--- config.mk ---
export PLATFORM = sky130hd
export DESIGN_NAME = sr_flag_bank
export DESIGN_NICKNAME = d
export VERILOG_FILES = /design/src/rtl/sr_flag_bank.sv
export SDC_FILE = /design/constraint.sdc
export NUM_CORES = 1
export LEC_CHECK = 0
export ABC_AREA = 0
export BUFFER_PORTS_ARGS = -buffer_cell sky130_fd_sc_hd__buf_2
export CORE_ASPECT_RATIO = 1.4
export CORE_MARGIN = 3
export CORE_UTILIZATION = 30
export CTS_CLUSTER_DIAMETER = 30
export DETAILED_ROUTE_END_ITERATION = 8
export SLEW_MARGIN = 20
export SYNTH_ARGS = -nofsm -noshare
export SYNTH_HDL_FRONTEND = slang
export SYNTH_SLANG_ARGS = --single-unit
--- constraint.sdc ---
create_clock -name clk -period 1.4 [get_ports clk]
set_input_delay 0.14 -clock clk [delete_from_list [all_inputs] [get_ports clk]]
set_output_delay 0.14 -clock clk [all_outputs]
set_load 0.01 [all_outputs]
--- src/rtl/sr_flag_bank.sv ---
// Bank of N clocked SR flag cells with a configurable S&R policy, optional
// auto-clear timeout, rising-edge pulses and a saturating conflict counter.
module sr_flag_bank #(
  parameter int N       = 4,
  parameter int MODE    = 0,
  parameter int TIMEOUT = 0,
  parameter int CNT_W   = 8
) (
  input  logic             clk,
  input  logic             rst_n,
  input  logic             en,
  input  logic [N-1:0]     S,
  input  logic [N-1:0]     R,
  input  logic             clr_cnt,
  output logic [N-1:0]     Q,
  output logic [N-1:0]     Q_bar,
  output logic [N-1:0]     rise,
  output logic [CNT_W-1:0] conflict_cnt
);

  typedef enum logic [1:0] {
    POL_RESET  = 2'd0,
    POL_SET    = 2'd1,
    POL_HOLD   = 2'd2,
    POL_TOGGLE = 2'd3
  } policy_e;

  localparam policy_e POLICY = policy_e'(2'(MODE));
  localparam bit      TO_EN  = (TIMEOUT > 0);
  localparam int      TW     = TO_EN ? $clog2(TIMEOUT + 1) : 1;
  localparam logic [TW-1:0] T_LAST = TO_EN ? TW'(TIMEOUT - 1) : '0;

  logic [N-1:0]          q_q, q_d;
  logic [N-1:0]          rise_q, rise_d;
  logic [N-1:0][TW-1:0]  timer_q, timer_d;
  logic [CNT_W-1:0]      cnt_q, cnt_d;

  always_comb begin
    q_d     = q_q;
    timer_d = timer_q;
    if (en) begin
      for (int unsigned i = 0; i < N; i++) begin
        if (S[i] && R[i]) begin
          case (POLICY)
            POL_RESET: begin
              q_d[i]     = 1'b0;
              timer_d[i] = '0;
            end
            POL_SET: begin
              q_d[i]     = 1'b1;
              timer_d[i] = '0;
            end
            POL_HOLD: begin
              q_d[i]     = q_q[i];
              timer_d[i] = timer_q[i];
            end
            default: begin
              q_d[i]     = ~q_q[i];
              timer_d[i] = '0;
            end
          endcase
        end else if (S[i]) begin
          q_d[i]     = 1'b1;
          timer_d[i] = '0;
        end else if (R[i]) begin
          q_d[i]     = 1'b0;
          timer_d[i] = '0;
        end else if (TO_EN && q_q[i] && (timer_q[i] == T_LAST)) begin
          q_d[i]     = 1'b0;
          timer_d[i] = '0;
        end else if (TO_EN && q_q[i]) begin
          timer_d[i] = timer_q[i] + TW'(1);
        end
      end
    end
    // q_d equals q_q whenever en is low, so rise drops automatically on freeze
    rise_d = q_d & ~q_q;

    cnt_d = cnt_q;
    if (clr_cnt) begin
      cnt_d = '0;
    end else if (en && (|(S & R)) && (cnt_q != '1)) begin
      cnt_d = cnt_q + CNT_W'(1);
    end
  end

  always_ff @(posedge clk) begin
    if (!rst_n) begin
      q_q     <= '0;
      rise_q  <= '0;
      timer_q <= '0;
      cnt_q   <= '0;
    end else begin
      q_q     <= q_d;
      rise_q  <= rise_d;
      timer_q <= timer_d;
      cnt_q   <= cnt_d;
    end
  end

  assign Q            = q_q;
  assign Q_bar        = ~q_q;
  assign rise         = rise_q;
  assign conflict_cnt = cnt_q;

endmodule

== After elaboration in Yosys (flattened, before gate mapping) ==
Cells that the tools add are included.
Widths: inputs -> output; s select.

* Register bits after elaboration: 16
* Latch bits: 0
* Memory bits (writable): 0
* ROM bits: 0
* Input bits: 12
* Output and inout port bits: 20
* Word-level logic and storage cells: 30
* Memories kept: 0

* Add/sub/neg operators: 1
* Multiply operators: 0
* Divide/modulo/power cells: 0
* $lt $le $gt $ge: 0
* Eq/ne operators: 1
* Shift-type cells: 0
* Muxes and demuxes: 13
* Bitwise operators: 4
* Reduce and logical (&&, ||, !) cells: 8

{| class="wikitable"
|+ Operator list
! operator !! number
|-
| $mux 1 || 12
|-
| $add 8x1->8 const B || 1
|-
| $and 4x4->4 || 2
|-
| $ne 8x8->1 const B || 1
|-
| $logic_and 1x1->1 || 6
|-
| $mux 4 || 1
|-
| $not 4->4 || 1
|-
| $reduce_or 4->1 || 1
|-
| $reduce_or 2->1 || 1
|-
| $not 1->1 || 1
|}

== Logic depth before layout (Yosys ltp) ==
* Depth in word-level cells: 5
* Depth in mapped cells: 5
* Gate-level depth less buffers: 5

== Least setup slack after synthesis ==
No wires, ideal clock.

* Path type: register -> register
* Start: reg cnt_q[0], in the netlist conflict_cnt[0]
* End: reg cnt_q[4], in the netlist conflict_cnt[4]
* Setup time: 0.071 ns
* Data arrival time: 1.354 ns
* Data required time: 1.329 ns
* Path slack: -0.025 ns
* Cell stages (with the launch flop): 6
* Path buffers: 0
* Clock period less this slack: 1.425 ns
* Cells stage by stage: dfxtp_1 ha_1 and2_1 nand2_1 or4_1 a21oi_1

* Longest elaborated chain between the ends: 2
* Elaborated cells between the ends (all ways): 3
* Classes of those cells: add/sub: 1; eq/ne: 1; reduce/logical: 1

{| class="wikitable"
|+ RTL lines
! item !! RTL line !! source
|-
| from (decl) || 36 || <nowiki>logic [CNT_W-1:0] cnt_q, cnt_d;</nowiki>
|-
| from (signal assigned) || 97 || <nowiki>cnt_q <= cnt_d;</nowiki>
|-
| parallel branches: the longest is 2 deep, another holds $add 8x1->8 || n/a ||
|}

Several ways; the timed one is not identified.
A chain may end at the register's enable or synchronous reset.

== Worst setup path in the final report ==
* Start: reg cnt_q[1], in the netlist conflict_cnt[1]
* End: reg cnt_q[4], in the netlist conflict_cnt[4]

The elaborated chain is that of the path after synthesis.

==> out/summary.log <==
qor: global_route.first_global_vias 691
qor: detailed_routing.route.detailed.wl_per_inst 11.50 µm
qor: finish.finish.utilization 0.4600
qor: clock_tree.clkSlewWorstSetupHoldPaths 80 ps
qor: detailed_routing.via_count 767
qor: clock_tree.clock_tree_from_tritoncts done
qor: detailed_routing.avgViaCountPerCell 5.182
qor: sta.timing.clock.skew 1.587 ps
qor: die.core_outline_area 2252 µm²
qor: global_route.grt_pass1_wl 2.753 mm
qor: die.die-area 3114 µm²
qor: finish.proportion_of_layout_cells_with_a_drive_suffix_above_1 0.4762
qor: pwr.pwr-share-clk 0.325
qor: sta.finalCritPeriodShare 0.9491
qor: pwr.cellInternalPower 679.2 µW
qor: critical_path.required 1610 ps
qor: place.gpl.final_weighted_congestion 0.8567
qor: clock_tree.cts_buffers 3
qor: die.start_util 0.3294
qor: logic_synthesis.synth.cell_area 742.0 µm²
qor: place.placed_cells 143
qor: detailed_routing.detailed_route_wl 1.702 mm
qor: critical_path.critical_path_class reg2reg
qor: global_route.antenna_found_initial 0
qor: clock_tree.cts.sink_count 16
qor: sta.timing_worst_slew_pin_value 499.2 ps
qor: pwr.power.share.combinational 0.134
qor: place.detailed_place_hpwl 1.376 mm
qor: logic_synthesis.avgSynthCellArea 8.729 µm²
qor: sta.setup-tns-final 0 ps
qor: clock_tree.max-clock-path-buffers 2
qor: pwr.sum_of_internal_switching_and_leakage_power 883.7 µW
qor: sta.final.hold.worst_slack 134.6 ps
qor: die.num_io_pins 32
qor: critical_path.critPathMaxFanout 3
qor: sta.finalMaxSlewViolations 0
qor: critical_path.critPathCaptureType flip-flop
qor: finish.antennaDiodeCount 0
qor: finish.layout-area-overhead-vs-synth 39.63%
qor: finish.finish.net_count 140
qor: job.max_cap_viol 0
qor: logic_synthesis.mappedNetlistNets 98
qor: logic_synthesis.synth-seq-area-share 0.4317
qor: finish.post-route-cell-area 1036 µm²
qor: clock_tree.insertion_delay 270 ps
qor: logic_synthesis.synth.ff_latch_count 16
qor: die.placementRows 20
qor: logic_synthesis.yosysUniqueCellTypes 31
qor: clock_tree.cts_root_buf clkbuf_4
qor: detailed_routing.ant_nets 0
qor: sta.setup_violations 0
qor: global_route.global_route.usage.met3 0.01667
qor: logic_synthesis.synthesis.yosys.warnings 0
qor: worst_hold_path.timing.hold.worst.class in2reg
qor: global_route.gr-usage-met2 0.1937
qor: pwr.power_per_cell_area 853.0 nW/µm²
qor: global_route.globalRoute.busiestLayer met2
qor: detailed_routing.drtPass1Iterations 4
qor: global_route.gr-total-overflow 0
qor: detailed_routing.remaining_drc_errors 0
qor: die.die_span_in_y 64.84 µm
qor: place.placed_area 948.4 µm²
qor: global_route.grt_usage 0.1191
qor: finish.post_layout_nonfiller_instances 148
qor: pwr.power.ir.vdd_worst 0.0005610 V
qor: place.port_buffers 31
qor: place.dp_worst_setup_slack -8.527 ps
qor: critical_path.crit_arrival 1540 ps
qor: outcome.run_status finished clean
qor: finish.highest_count_cells_in_the_layout_ignoring_fill_and_taps buf_2, dfxtp_1, nand2_1
qor: clock_tree.depth_of_the_cts_h_tree 1
qor: detailed_routing.detail_route.iter0.violations 9
qor: die.die_width 48.03 µm
qor: logic_synthesis.synthesis.instances 85
qor: pwr.power.static_leakage 0.4507 nW
qor: pwr.p_sw_frac 0.2314
qor: sta.slew_headroom 0.6671
qor: finish.layout_commonest_cell buf_2
qor: pwr.power.net_switching 204.5 µW
qor: global_route.met1_track_usage_gr 0.1436
qor: pwr.seqPwrFrac 0.541
qor: critical_path.crit_path_start_kind flip-flop
qor: sta.peak_freq 752.6 MHz
qor: global_route.grt_start_max_net_pins 13
qor: sta.setup_slack 71.26 ps
qor: finish.num-fill-cells 238
qor: sta.period_minus_slack 1329 ps
qor: sta.hold_viol_final 0
## path summary, 6_finish.rpt
| kind | end | depth (start not counted) | slack, ps | startpoint |
|---|---|---|---|---|
| hold / removal | Q[2] | 3 | 130 | S[2] |
| setup reg to reg | conflict_cnt[4] | 5 | 70 | conflict_cnt[1] |
| setup / recovery | conflict_cnt[4] | 5 | 70 | conflict_cnt[1] |
| hold reg to reg | rise[0] | 1 | 480 | Q[0] |
## power groups by stage
stage / registers [mW] / clock network [mW] / logic (mW)
finish: 0.478 / 0.287 / 0.118
global route: 0.480 / 0.318 / 0.135
CTS: 0.478 / 0.308 / 0.119
detailed placement: 0.488 / 0 / 0.118
global placement: 0.488 / 0 / 0.116
floorplan: 0.496 / 0 / 0.0646
## critical path, cell delays in order (launching register included)
cell,delay [ps]
dfxtp_2,360
ha_4,150
and2_4,140
nand2_1,70
or4_4,420
a21oi_2,120
## area by class of cell
class | count | area, µm² | share of cell area
Multi-Input combinational cell | 62 | 412.9 | 0.3986
Sequential cell | 16 | 325.3 | 0.3140
Timing Repair Buffer | 39 | 215.2 | 0.2077
Clock buffer | 4 | 36.28 | 0.03502
Tap cell | 22 | 27.53 | 0.02657
Inverter | 5 | 18.77 | 0.01812
## cells by family (layout without fill, tap and decap cells)
| kind of cell | Yosys count | count (layout) | synth area share |
|---|---|---|---|
| AO/OA/AOI/OAI | 22 | 22 | 0.2125 |
| adder cells (fa/ha/maj) | 1 | 1 | 0.01686 |
| buffers and inverters | 7 | 48 | 0.06746 |
| flip-flops | 16 | 16 | 0.4317 |
| multiplexers | 1 | 1 | 0.01349 |
| AND/OR/NAND/NOR | 38 | 38 | 0.2580 |
## timing repair
action                                  CTS  global route
endpoints found under the setup margin    3             6
resized for setup                         1            10
pin swaps                                 0             1
hold buffers                              0             0
cloned                                    0             0
hold endpoints to repair                  0             0
setup buffers                             1             0
## flip-flops by register name, summed over array words and instances, names as in the netlist
name          flops
conflict_cnt      8
Q                 4
rise              4
## cell usage after synthesis
cell,n,share of area
buf_6,1,0.015
or3_1,1,0.0084
nor2_1,6,0.030
or4_1,2,0.020
o21ai_0,2,0.013
a22o_2,1,0.013
a211oi_1,1,0.010
o41ai_1,1,0.012
a31oi_1,1,0.0084
nand2b_1,2,0.017
nor2b_1,1,0.0084
nand3_1,3,0.020
nor4_1,2,0.017
buf_12,1,0.027
o21a_1,1,0.010
nand2_1,12,0.061
o21ai_2,1,0.012
nor3_1,5,0.034
or2_0,1,0.0084
o311ai_1,1,0.012
and3_1,1,0.0084
ha_1,1,0.017
and2_1,1,0.0084
o31ai_1,2,0.020
a22o_4,1,0.024
a211oi_2,1,0.017
dfxtp_1,16,0.43
nand4_2,1,0.017
inv_1,5,0.025
a21oi_1,9,0.061
mux2i_1,1,0.013
## layer usage
metal | wire [µm] | up-vias
met4 | 13 | 0
met2 | 822 | 27
met5 | 0 | -
met3 | 106 | 2
li1 | - | 388
met1 | 759 | 350
Power figures use the tool's default switching activity.
